## config.mk

```make
export PLATFORM = sky130hd
export DESIGN_NAME = muldiv_unit_flat
export DESIGN_NICKNAME = d
export VERILOG_FILES = /design/src/rtl/muldiv_if.sv /design/src/rtl/muldiv_unit.sv /design/src/flat_wrapper.sv
export SDC_FILE = /design/constraint.sdc
export NUM_CORES = 1
export LEC_CHECK = 0
export BUFFER_PORTS_ARGS = -buffer_cell sky130_fd_sc_hd__buf_2
export CAP_MARGIN = 20
export CELL_PAD_IN_SITES_DETAIL_PLACEMENT = 0
export CELL_PAD_IN_SITES_GLOBAL_PLACEMENT = 1
export CORE_MARGIN = 2
export CORE_UTILIZATION = 50
export DETAILED_ROUTE_END_ITERATION = 8
export GPL_TIMING_DRIVEN = 1
export HOLD_SLACK_MARGIN = 0.1
export PLACE_DENSITY_LB_ADDON = 0.1
export RECOVER_POWER = 50
export SYNTH_ARGS = -nofsm -noshare
export SYNTH_HDL_FRONTEND = slang
export SYNTH_SLANG_ARGS = --single-unit
```

## constraint.sdc

```tcl
create_clock -name clk -period 8.75 [get_ports clk]
set_input_delay 0.875 -clock clk [delete_from_list [all_inputs] [get_ports clk]]
set_output_delay 0.875 -clock clk [all_outputs]
set_load 0.01 [all_outputs]
```

## src/rtl/muldiv_if.sv

```systemverilog
// muldiv_if: handshake and operand/result bundle between the CPU control
// unit and the iterative multiply/divide unit.
//   start     request pulse from the control unit
//   op        00 mult, 01 multu, 10 div, 11 divu
//   a, b      rs / rt operands
//   busy      unit is not idle
//   done      one-cycle pulse, hi/lo valid
//   div_zero  one-cycle pulse with done when the divisor was zero
//   hi, lo    product halves, or remainder / quotient
interface muldiv_if #(
   parameter int WIDTH = 32
);
   logic             start;
   logic [1:0]       op;
   logic [WIDTH-1:0] a;
   logic [WIDTH-1:0] b;
   logic             busy;
   logic             done;
   logic             div_zero;
   logic [WIDTH-1:0] hi;
   logic [WIDTH-1:0] lo;

   modport master (
      output start, op, a, b,
      input  busy, done, div_zero, hi, lo
   );

   modport slave (
      input  start, op, a, b,
      output busy, done, div_zero, hi, lo
   );
endinterface

```

## src/rtl/muldiv_unit.sv

```systemverilog
// muldiv_unit: iterative radix-2 multiply/divide unit with MIPS HI/LO
// semantics (mult, multu, div, divu). Signed operations run on operand
// magnitudes and apply the sign correction in a final fix-up cycle.
//   clk    system clock, rising edge
//   reset  asynchronous, active-low
//   bus    muldiv_if slave: start/op/a/b in, busy/done/div_zero/hi/lo out
//
// state | meaning
// ------+---------------------------------------------------------------
// IDLE  | waiting for start; latches operand magnitudes and result signs
// RUN   | one shift-add / shift-subtract step per cycle, WIDTH cycles
// FIX   | sign correction, hi/lo written on the way out
// DONE  | done (and div_zero if the divisor was 0) for one cycle
module muldiv_unit #(
   parameter int WIDTH = 32
) (
   input  logic    clk,
   input  logic    reset,
   muldiv_if.slave bus
);
   localparam int CNT_W = $clog2(WIDTH + 1);

   typedef enum logic [1:0] {S_IDLE, S_RUN, S_FIX, S_DONE} state_t;

   state_t             state_q;
   logic [CNT_W-1:0]   cnt_q;
   logic               div_q;
   logic               neg_q;
   logic               rem_neg_q;
   logic [WIDTH-1:0]   opnd_q;
   logic [2*WIDTH-1:0] acc_q;
   logic [WIDTH:0]     rem_q;
   logic               busy_q;
   logic               done_q;
   logic               div_zero_q;
   logic [WIDTH-1:0]   hi_q;
   logic [WIDTH-1:0]   lo_q;

   logic               is_signed;
   logic               is_div;
   logic               a_neg;
   logic               b_neg;
   logic [WIDTH-1:0]   a_abs;
   logic [WIDTH-1:0]   b_abs;
   logic [WIDTH:0]     mul_sum;
   logic [2*WIDTH-1:0] mul_next;
   logic [WIDTH+1:0]   rem_sh;
   logic [WIDTH:0]     rem_diff;
   logic               div_ge;
   logic [WIDTH:0]     rem_next;
   logic [WIDTH-1:0]   quo_next;
   logic [2*WIDTH-1:0] prod_fix;
   logic [WIDTH-1:0]   quo_fix;
   logic [WIDTH-1:0]   rem_fix;

   // op[0] set means unsigned, op[1] set means divide
   assign is_signed = ~bus.op[0];
   assign is_div    = bus.op[1];
   assign a_neg     = is_signed & bus.a[WIDTH-1];
   assign b_neg     = is_signed & bus.b[WIDTH-1];
   // the most-negative value maps onto itself, which is the correct magnitude
   // when read as unsigned
   assign a_abs     = a_neg ? -bus.a : bus.a;
   assign b_abs     = b_neg ? -bus.b : bus.b;

   // multiply: multiplier sits in the low half and shifts out to the right
   // while partial sums enter from the top
   assign mul_sum  = {1'b0, acc_q[2*WIDTH-1:WIDTH]} + (acc_q[0] ? {1'b0, opnd_q} : '0);
   assign mul_next = {mul_sum, acc_q[WIDTH-1:1]};

   // divide: dividend in the low half shifts out left into the remainder,
   // quotient bits shift in from the right
   assign rem_sh   = {rem_q, acc_q[WIDTH-1]};
   assign div_ge   = rem_sh >= {2'b00, opnd_q};
   assign rem_diff = rem_sh[WIDTH:0] - {1'b0, opnd_q};
   assign rem_next = div_ge ? rem_diff : rem_sh[WIDTH:0];
   assign quo_next = {acc_q[WIDTH-2:0], div_ge};

   assign prod_fix = neg_q ? -acc_q : acc_q;
   assign quo_fix  = neg_q ? -acc_q[WIDTH-1:0] : acc_q[WIDTH-1:0];
   assign rem_fix  = rem_neg_q ? -rem_q[WIDTH-1:0] : rem_q[WIDTH-1:0];

   always_ff @(posedge clk or negedge reset) begin
      if (!reset) begin
         state_q    <= S_IDLE;
         cnt_q      <= '0;
         div_q      <= 1'b0;
         neg_q      <= 1'b0;
         rem_neg_q  <= 1'b0;
         opnd_q     <= '0;
         acc_q      <= '0;
         rem_q      <= '0;
         busy_q     <= 1'b0;
         done_q     <= 1'b0;
         div_zero_q <= 1'b0;
         hi_q       <= '0;
         lo_q       <= '0;
      end else begin
         case (state_q)
            S_IDLE: begin
               done_q     <= 1'b0;
               div_zero_q <= 1'b0;
               if (bus.start) begin
                  div_q     <= is_div;
                  neg_q     <= a_neg ^ b_neg;
                  rem_neg_q <= a_neg;
                  opnd_q    <= b_abs;
                  acc_q     <= {{WIDTH{1'b0}}, a_abs};
                  rem_q     <= '0;
                  cnt_q     <= '0;
                  busy_q    <= 1'b1;
                  if (is_div && (bus.b == '0)) begin
                     state_q    <= S_DONE;
                     done_q     <= 1'b1;
                     div_zero_q <= 1'b1;
                  end else begin
                     state_q <= S_RUN;
                  end
               end
            end
            S_RUN: begin
               if (div_q) begin
                  acc_q <= {acc_q[2*WIDTH-1:WIDTH], quo_next};
                  rem_q <= rem_next;
               end else begin
                  acc_q <= mul_next;
               end
               cnt_q <= cnt_q + 1'b1;
               if (cnt_q == CNT_W'(WIDTH - 1)) begin
                  state_q <= S_FIX;
               end
            end
            S_FIX: begin
               hi_q       <= div_q ? rem_fix : prod_fix[2*WIDTH-1:WIDTH];
               lo_q       <= div_q ? quo_fix : prod_fix[WIDTH-1:0];
               state_q    <= S_DONE;
               done_q     <= 1'b1;
               div_zero_q <= 1'b0;
            end
            S_DONE: begin
               state_q    <= S_IDLE;
               busy_q     <= 1'b0;
               done_q     <= 1'b0;
               div_zero_q <= 1'b0;
            end
            default: begin
               state_q <= S_IDLE;
            end
         endcase
      end
   end

   assign bus.busy     = busy_q;
   assign bus.done     = done_q;
   assign bus.div_zero = div_zero_q;
   assign bus.hi       = hi_q;
   assign bus.lo       = lo_q;
endmodule
```

## src/flat_wrapper.sv

```systemverilog
// flat-port wrapper written by rule: the top's interface ports become plain ports
module muldiv_unit_flat 
#(
   parameter int WIDTH = 32
)
  (clk, reset, bus_start, bus_op, bus_a, bus_b, bus_busy, bus_done, bus_div_zero, bus_hi, bus_lo);
  muldiv_if #(.WIDTH(WIDTH)) bus_i ();
  input  logic clk;
  input  logic reset;
  input wire logic [$bits(bus_i.start)-1:0] bus_start;
  input wire logic [$bits(bus_i.op)-1:0] bus_op;
  input wire logic [$bits(bus_i.a)-1:0] bus_a;
  input wire logic [$bits(bus_i.b)-1:0] bus_b;
  output wire logic [$bits(bus_i.busy)-1:0] bus_busy;
  output wire logic [$bits(bus_i.done)-1:0] bus_done;
  output wire logic [$bits(bus_i.div_zero)-1:0] bus_div_zero;
  output wire logic [$bits(bus_i.hi)-1:0] bus_hi;
  output wire logic [$bits(bus_i.lo)-1:0] bus_lo;
  assign bus_i.start = bus_start;
  assign bus_i.op = bus_op;
  assign bus_i.a = bus_a;
  assign bus_i.b = bus_b;
  assign bus_busy = bus_i.busy;
  assign bus_done = bus_i.done;
  assign bus_div_zero = bus_i.div_zero;
  assign bus_hi = bus_i.hi;
  assign bus_lo = bus_i.lo;
  muldiv_unit #(.WIDTH(WIDTH)) u_core (.clk(clk), .reset(reset), .bus(bus_i));
endmodule
```

==> metrics.md, run 1 <==
| Metric | Value |
|---|---|
| Max Freq | `183 MHz` |
| Startpoint types | `input port` |
| Power per cell area | `430 nW/um2` |
| Post-CTS Resized | `0` |
| Seq/Total Area, Yosys | `0.329` |
| Worst-Margin Slew | `4.49 ns` |
| Buffers added on ports | `135` |
| I/O pin cnt | `136` |
| TritonCTS Buffers | `25` |
| Clk_skew | `0.00970 ns` |
| Initial cell density of the core | `0.511` |
| Crit path arrival time | `5.76 ns` |
| Die area | `32,900 um2` |
| Critical path endpoint category | `asynchronous set/reset pin` |
| Vias | `14.6k` |
| Critical Path Fanout Max | `82` |
| Setup TNS Final | `0 ns` |
| Detailed-route wire length per cell | `20.4 um` |
| Die X-Extent | `181 um` |
| Detail Route Antenna Nets | `0` |
| Syn-to-layout area delta | `11.2%` |
| FF+latch count, synth | `207` |
| Fin crit share | `0.624` |
| Buf+Inv Stages, Crit Path | `2` |
| Hold Fails Final Rpt | `0` |
| Post-synthesis cell type count | `74` |
| Post-layout util | `0.569` |
| Worst min path class | `register to register` |
| Inserted Diodes | `0` |
| Tot GR Track Use | `0.297` |
| Initial antenna violation count | `0` |
| Mapped cell area | `15,700 um2` |
| DP Worst Slack | `4.49 ns` |
| Post-Syn Nets | `2,071` |
| GP Congestion | `0.928` |
| Leak | `7.78 nW` |
| Max rail drop VDD | `0.283 mV` |
| DRC | `0` |
| Worst path cell trace | `clkbuf_1 -> clkbuf_2` |
| Vias in the first global route | `13.7k` |
| Synth Flop Type | `dfrtp_1` |
| Max-cap viol count | `2` |
| Post CTS Setup Buffer Count | `0` |
| Clock sinks | `207` |
| Routed WL | `49.1 mm` |
| Synth warn | `0` |
| First-pass GRT wire length | `77.6 mm` |
| Share of layout cells above drive strength 1 | `0.0791` |
| CTS tree | `yes` |
| Iteration count of the initial detailed-routing pass | `5` |
| Die H | `181 um` |
| RSZ-0062 raised after global routing | `no` |
| Async set or reset register ratio after synthesis | `1.00` |
| CTS Hold Bufs | `0` |
| Grt total ovfl | `0` |
| Synthesized area per cell | `8.16 um2` |
| Clk Latency, worst-skew pair | `0.53 ns` |
| Row count | `64` |
| Worst reg2reg setup slack | `4.32 ns` |
| Clock transition at path regs | `0.06 ns` |
| Max-slew violation count | `151` |
| Final setup vio count | `0` |
| Clock Tree Root | `clkbuf_16` |
| Failing checks | `capacitance limit, slew limit` |
| Delay-heaviest family, CP | `buffers and inverters` |
| CTS Buffer Depth | `3` |
| Dpl hpwl | `36.8 mm` |
| Synth Instances | `1,926` |
| Worst path max stage delay | `3.08 ns` |
| NumNets Final | `2,138` |
| CP required | `9.05 ns` |
| Core Region | `30,700 um2` |
| Post-synth EDFFs | `0` |
| Largest net degree at the start of global routing | `86` |
| Slowest-stage cell, CP | `clkbuf_1` |
| Status | `complete, but fails checks` |
| Slack of the critical path | `3.29 ns` |
| H-Tree Depth | `1` |
| Worst Path Class, Setup | `input port to asynchronous set/reset pin` |
| DRT iter0 DRCs | `1,270` |
| Max-slew headroom | `-1.99` |
| Fin crit period | `5.46 ns` |
| Vias/cell | `6.04` |
[metal layers]
layer,share of wire,GRT usage
met1,0.47,0.432
met2,0.43,0.458
met3,0.061,0.0375
met4,0.034,0.0959
met5,0,0
[final timing paths]
kind | cells after the start | endpoint | from
setup / recovery | 2 | u_core.acc_q[6] | reset
hold / removal | 2 | u_core.opnd_q[28] | u_core.opnd_q[28]
setup reg to reg | 14 | u_core.rem_q[0] | u_core.acc_q[31]
hold reg to reg | 2 | u_core.opnd_q[28] | u_core.opnd_q[28]
max in group clk | 14 | u_core.rem_q[0] | u_core.acc_q[31]
min in group asynchronous | 1 | u_core.rem_q[25] | reset
[flip-flops by register name (all words and copies together) (netlist names), 2 cells and up]
name / cells
u_core.cnt_q: 6
u_core.bus.hi: 32
u_core.bus.lo: 32
u_core.rem_q: 33
u_core.state_q: 2
u_core.acc_q: 64
u_core.opnd_q: 32
[cell type report]
cell class / instances / area, um2
clock buffers: 30 / 674
clock inverters: 15 / 236
fillers: 2936 / 13300
inverters: 77 / 289
multi-input cells: 1533 / 9880
flip-flops and latches: 207 / 5180
well taps: 396 / 495
repair buffers: 149 / 727
[through the flow]
stage	hold slack [ns]	total power, mW	area (um2)	cells
floorplan	0.450	4.96	15700	1926
global placement	0.462	6.24	16600	2360
detailed placement	0.472	6.29	16600	2360
CTS	0.397	7.47	17500	2405
global route	0.500	8.09	17500	2407
finish	0.485	7.52	17500	2407
[Yosys cell counts, drive strengths merged (15+ instances only)]
cell type / number / area share
o21ai: 220 / 0.070
or3: 22 / 0.0091
xnor2: 88 / 0.049
o22ai: 16 / 0.0064
mux2i: 53 / 0.034
o211ai: 15 / 0.0072
clkbuf: 96 / 0.023
a21oi: 133 / 0.042
nor2b: 18 / 0.0072
inv: 76 / 0.018
xor2: 107 / 0.060
a21o: 41 / 0.020
dfrtp: 207 / 0.33
nand3: 32 / 0.010
o31ai: 38 / 0.018
ha: 74 / 0.059
nor4: 17 / 0.0068
a31oi: 18 / 0.0072
nand2b: 27 / 0.011
nor3: 29 / 0.0096
nor2: 162 / 0.039
o41ai: 17 / 0.0099
or4: 18 / 0.0093
nand2: 218 / 0.052
[placed cells by master, fill, tap and decap left out, types with 13 or more instances in the layout]
master / Yosys / routed
xor2_1: 107 / 107
nor3b_1: 13 / 13
clkbuf_16: 0 / 25
nand2_1: 218 / 217
xnor2_1: 88 / 88
dfrtp_1: 207 / 205
o211ai_1: 15 / 15
a31oi_1: 18 / 18
o41ai_1: 16 / 16
o21ai_0: 213 / 213
inv_1: 76 / 76
or4_1: 15 / 15
nand2b_1: 27 / 27
o31ai_1: 38 / 38
a21o_1: 41 / 41
ha_1: 74 / 73
a21oi_1: 133 / 133
nor2b_1: 18 / 18
nor4_1: 17 / 17
buf_2: 6 / 68
nor3_1: 28 / 28
nor2_1: 162 / 162
or3_1: 21 / 21
o22ai_1: 16 / 16
nand3_1: 32 / 32
clkbuf_1: 96 / 69
mux2i_1: 53 / 53
[cell families (layout without fill, tap and decap cells)]
logic type | count (synthesis) | after routing | synth area share
AND/OR/NAND/NOR | 599 | 599 | 0.178
AO/OA/AOI/OAI | 597 | 597 | 0.234
flip-flops | 207 | 207 | 0.329
XOR/XNOR | 195 | 195 | 0.109
buffers and inverters | 186 | 271 | 0.0454
adder cells (fa/ha/maj) | 76 | 76 | 0.0614
multiplexers | 66 | 66 | 0.0433
[power breakdown]
group / switching (mW) / internal [mW] / total (mW)
Clock: 0.435 / 0.725 / 1.16
Sequential: 0.548 / 1.37 / 1.92
Combinational: 2.77 / 1.67 / 4.44
Note: power is estimated with default switching activity, not from simulation.
==> run 2: changes to the inputs <==
--- a/config.mk
+++ b/config.mk
@@ -5,12 +5,13 @@
 export SDC_FILE = /design/constraint.sdc
 export NUM_CORES = 1
 export LEC_CHECK = 0
+export ABC_AREA = 1
 export BUFFER_PORTS_ARGS = -buffer_cell sky130_fd_sc_hd__buf_2
 export CAP_MARGIN = 20
 export CELL_PAD_IN_SITES_DETAIL_PLACEMENT = 0
 export CELL_PAD_IN_SITES_GLOBAL_PLACEMENT = 1
 export CORE_MARGIN = 2
-export CORE_UTILIZATION = 50
+export CORE_UTILIZATION = 44
 export DETAILED_ROUTE_END_ITERATION = 8
 export GPL_TIMING_DRIVEN = 1
 export HOLD_SLACK_MARGIN = 0.1
==> constraint.sdc (replaced) <==
create_clock -name clk -period 5.13 [get_ports clk]
set_input_delay 0.513 -clock clk [delete_from_list [all_inputs] [get_ports clk]]
set_output_delay 0.513 -clock clk [all_outputs]
set_load 0.01 [all_outputs]
==> run 2 against run 1 <==
  * The run still ends with capacitance limit, slew limit left
  * Highest routed layer is now met5
  * Worst hold slack worse by 0.21 ns
  * Clock power increased by 88%
  * Count of clock-buffer cells in the layout increased by 5
  * Sequential share of layout area down 4.1 points
  * Combinational power up 69%
  * Sequential power increased by 70%
==> metrics.md, run 2 <==
| Metric | Value |
|---|---|
| Status | `complete, but fails checks (unchanged)` |
| Failing checks | `capacitance limit, slew limit (unchanged)` |
| Slack of the critical path | `1.80 ns (was 3.29 ns)` |
| Synth warn | `0 (unchanged)` |
| Switch Pwr | `7.04 mW (was 3.75 mW)` |
| Post-CTS Resized | `0 (unchanged)` |
| Synth Area in Adders | `0.0530 (was 0.0614)` |
| Post-synth EDFFs | `0 (unchanged)` |
| FF+latch area | `5180 um2 (about the same)` |
| Synth Flop Type | `dfrtp_1 (unchanged)` |
| Power per cell area | `639 nW/um2 (was 430 nW/um2)` |
| Clock sinks | `207 (unchanged)` |
| Fin crit period | `3.33 ns` |
| Placed inst area | `19,300 um2 (was 16,600 um2)` |
| Worst path cell trace | `dlygate4sd3_1 -> buf_8 -> clkbuf_1 (was clkbuf_1 -> clkbuf_2)` |
| Row count | `74 (was 64)` |
| Worst Hold Slack | `0.271 ns (was 0.485 ns)` |
| Count leader, synth | `nand2_1 (unchanged)` |
| Synth area leaders | `dfrtp_1, nand2_1, nor2_1, nand3_1, inv_1 (was dfrtp_1, o21ai_0, xor2_1, ha_1, nand2_1)` |
| Share of layout cells above drive strength 1 | `0.0638 (was 0.0791)` |
| Setup TNS Final | `0 ns (unchanged)` |
| Net Sw Frac | `0.545 (was 0.499)` |
| Core Region | `40,800 um2 (was 30,700 um2)` |
| Synth Area in Compound Gates | `0.156 (was 0.234)` |
| Async set or reset register ratio after synthesis | `1.00 (unchanged)` |
| GP Congestion | `1.05 (was 0.928)` |
| Xor and xnor area share after synthesis | `0.0365 (was 0.109)` |
| Initial antenna violation count | `3 (was 0)` |
| CTS Buffer Depth | `3 (unchanged)` |
| Post-Syn Nets | `3,066 (was 2,071)` |
| DRC | `0 (unchanged)` |
| Max-slew violation count | `88 (was 151)` |
| Max-slew headroom | `-0.658 (was -1.99)` |
| Dpl cells | `3,522 (was 2,360)` |
| Routed WL | `76.1 mm (was 49.1 mm)` |
| Detail Route Antenna Nets | `0 (unchanged)` |
| Tot GR Track Use | `0.347 (was 0.297)` |
| Synth top area share | `0.284 (was 0.329)` |
| Flop pwr share | `0.252 (was 0.255)` |
| Die X-Extent | `208 um (was 181 um)` |
| Max Freq | `300 MHz` |
| Hold Fails Final Rpt | `0 (unchanged)` |
| Post-synthesis mux area share | `0 (was 0.0433)` |
| Area of the multi-input gates | `11,300 um2 (was 9880 um2)` |
| Fin crit share | `0.649` |
| Worst-Margin Slew | `2.49 ns (was 4.49 ns)` |
| Most frequent cells in the layout | `nand2_1, nor2_1, inv_1 (was nand2_1, o21ai_0, dfrtp_1)` |
| Mapped cell area | `18,200 um2 (was 15,700 um2)` |
| Critical path endpoint category | `asynchronous set/reset pin (unchanged)` |
| Synth Area in Simple Gates | `0.373 (was 0.178)` |
| Synthesized area per cell | `6.24 um2 (was 8.16 um2)` |
| Worst min path class | `input port to register (was register to register)` |
| Top cell type by total area after synthesis | `dfrtp_1 (unchanged)` |
| Clock share of power | `0.168 (was 0.154)` |
| H-Tree Depth | `1 (unchanged)` |
| Worst path max stage delay | `1.81 ns (was 3.08 ns)` |
| Fillers | `4,328 (was 2,936)` |
| Dpl hpwl | `60.7 mm (was 36.8 mm)` |
| CP required | `5.26 ns (was 9.05 ns)` |
| Commonest cells post-synth | `nand2_1, nor2_1, inv_1, nand3_1, dfrtp_1 (was nand2_1, o21ai_0, dfrtp_1, nor2_1, a21oi_1)` |
| Buffers added on ports | `135 (unchanged)` |
| Gate power share | `0.580 (was 0.590)` |
| Largest family of logic cells by synthesized area | `simple AND/OR/NAND/NOR gates (was compound AO/OA/AOI/OAI gates)` |
| Vias/cell | `5.64 (was 6.04)` |
| Layout Cell Area excl Fill | `20,300 um2 (was 17,500 um2)` |
| Slowest-stage cell, CP | `clkbuf_1 (unchanged)` |
| Most common cell after layout, fill and taps aside | `nand2_1 (unchanged)` |
| Detailed-route wire length per cell | `21.3 um (was 20.4 um)` |
| Leak | `10.4 nW (was 7.78 nW)` |
| Biggest regs | `u_core.acc_q: 64 flops, u_core.rem_q: 33 flops (unchanged)` |
| FF+latch count, synth | `207 (unchanged)` |
| DP Worst Slack | `1.89 ns (was 4.49 ns)` |
| Largest net degree at the start of global routing | `75 (was 86)` |
| Die H | `208 um (was 181 um)` |
| Clk Latency, worst-skew pair | `0.56 ns (was 0.53 ns)` |
| CTS tree | `yes (unchanged)` |
| Layout Cells excl Fill | `3,573 (was 2,407)` |
| Worst Path Class, Setup | `input port to asynchronous set/reset pin (unchanged)` |
| DRT iter0 DRCs | `1,925 (was 1,270)` |
| TritonCTS Buffers | `27 (was 25)` |
| Syn-to-layout area delta | `11.1% (was 11.2%)` |
| First-pass GRT wire length | `116 mm (was 77.6 mm)` |
| Seq/Total Area, Yosys | `0.284 (was 0.329)` |
| I/O pin cnt | `136 (unchanged)` |
| Clock Tree Root | `clkbuf_16 (unchanged)` |
| Clk_skew | `0.0229 ns (was 0.00970 ns)` |
| Iteration count of the initial detailed-routing pass | `6 (was 5)` |
| Max reg flops | `64 (unchanged)` |
| Crit path arrival time | `3.46 ns (was 5.76 ns)` |
| Total power | `12.9 mW (was 7.52 mW)` |
| Vias in the first global route | `19.4k (was 13.7k)` |
| Internal power | `5.89 mW (was 3.76 mW)` |
| Final setup vio count | `0 (unchanged)` |
| NumNets Final | `3,165 (was 2,138)` |
| Vias | `20.2k (was 14.6k)` |
| Critical Path Fanout Max | `74 (was 82)` |
| RSZ-0062 raised after global routing | `no (unchanged)` |
| Max-cap viol count | `2 (unchanged)` |
| Max rail drop VDD | `0.344 mV (was 0.283 mV)` |
| Largest Register | `u_core.acc_q (unchanged)` |
| Post-layout util | `0.496 (was 0.569)` |
| Die area | `43,100 um2 (was 32,900 um2)` |
| Grt total ovfl | `0 (unchanged)` |
| Initial cell density of the core | `0.446 (was 0.511)` |
| Post-synthesis cell type count | `53 (was 74)` |
| Synth Instances | `2,921 (was 1,926)` |
| Startpoint types | `input port (unchanged)` |
| Clock transition at path regs | `0.07 ns (was 0.06 ns)` |
==> run 2: changes by cell type after synthesis, moves of 27 or more <==
cell,change
nand4_1,+27
inv_1,+280
nand3_1,+254
mux2i_1,-53
a21o_1,-32
a21oi_1,+38
nand2_1,+587
xor2_1,-54
nand2b_1,-27
nor2_1,+221
clkbuf_1,-43
o31ai_1,-34
xnor2_1,-65
==> run 2: final cells by class <==
| type | instances | share of cell area |
|---|---|---|
| Clock buffer | 35 | 0.0378 |
| Inverter | 370 | 0.0686 |
| Antenna cell | 1 | 0.000124 |
| Sequential cell | 207 | 0.256 |
| Clock inverter | 14 | 0.0119 |
| Timing Repair Buffer | 155 | 0.0369 |
| Tap cell | 532 | 0.0329 |
| Multi-Input combinational cell | 2259 | 0.556 |
==> run 2: repair_timing <==
| item | 4_1_cts | 5_1_grt |
|---|---|---|
| setup buffers | 0 | 0 |
| hold buffers | 1 | 0 |
| hold endpoints to repair | 71 | 0 |
==> run 2: cells by family (layout without fill, tap and decap cells) <==
logic type                 Yosys count  in the layout
adders and majority gates           76             76
DFF                                207            207
and+or+nand+nor                   1602           1602
AOI/OAI and AO/OA                  505            505
other                                0              1
buffers and inverters              455            574
xor gates and xnor gates            76             76
==> run 2: worst max-delay path: cells and delay by family <==
family,cells,cell delay (ns)
buf+inv,3,2.84
==> run 2: worst paths after layout <==
check,from,to,slack (ns),cells past startpoint
worst max-delay path,reset,u_core.opnd_q[26],1.80,3
worst min-delay path,bus_op[1],u_core.div_q,0.27,3
worst max register to register,u_core.acc_q[0],u_core.acc_q[63],1.80,16
worst min register to register,u_core.bus.hi[3],u_core.bus.hi[3],0.48,2
max in group clk,u_core.acc_q[0],u_core.acc_q[63],1.80,16
min in group asynchronous,reset,u_core.acc_q[24],0.54,2
==> run 2: per-layer routing <==
| metal | track usage | vias up | share of wire |
|---|---|---|---|
| li1 | - | 9724 | - |
| met1 | 0.450 | 9516 | 0.42 |
| met2 | 0.589 | 776 | 0.47 |
| met3 | 0.0451 | 149 | 0.067 |
| met4 | 0.133 | 4 | 0.042 |
| met5 | 0 | - | 0.00037 |
==> run 2: power groups by stage <==
stage                     Combinational [mW]  Sequential, mW  Clock (mW)
after floorplan                         4.98            2.91           0
after global placement                  7.39            3.24           0
after detailed placement                7.43            3.23           0
after CTS                               7.47            3.21        2.20
after global routing                    8.28            3.30        2.26
final                                   7.50            3.26        2.18
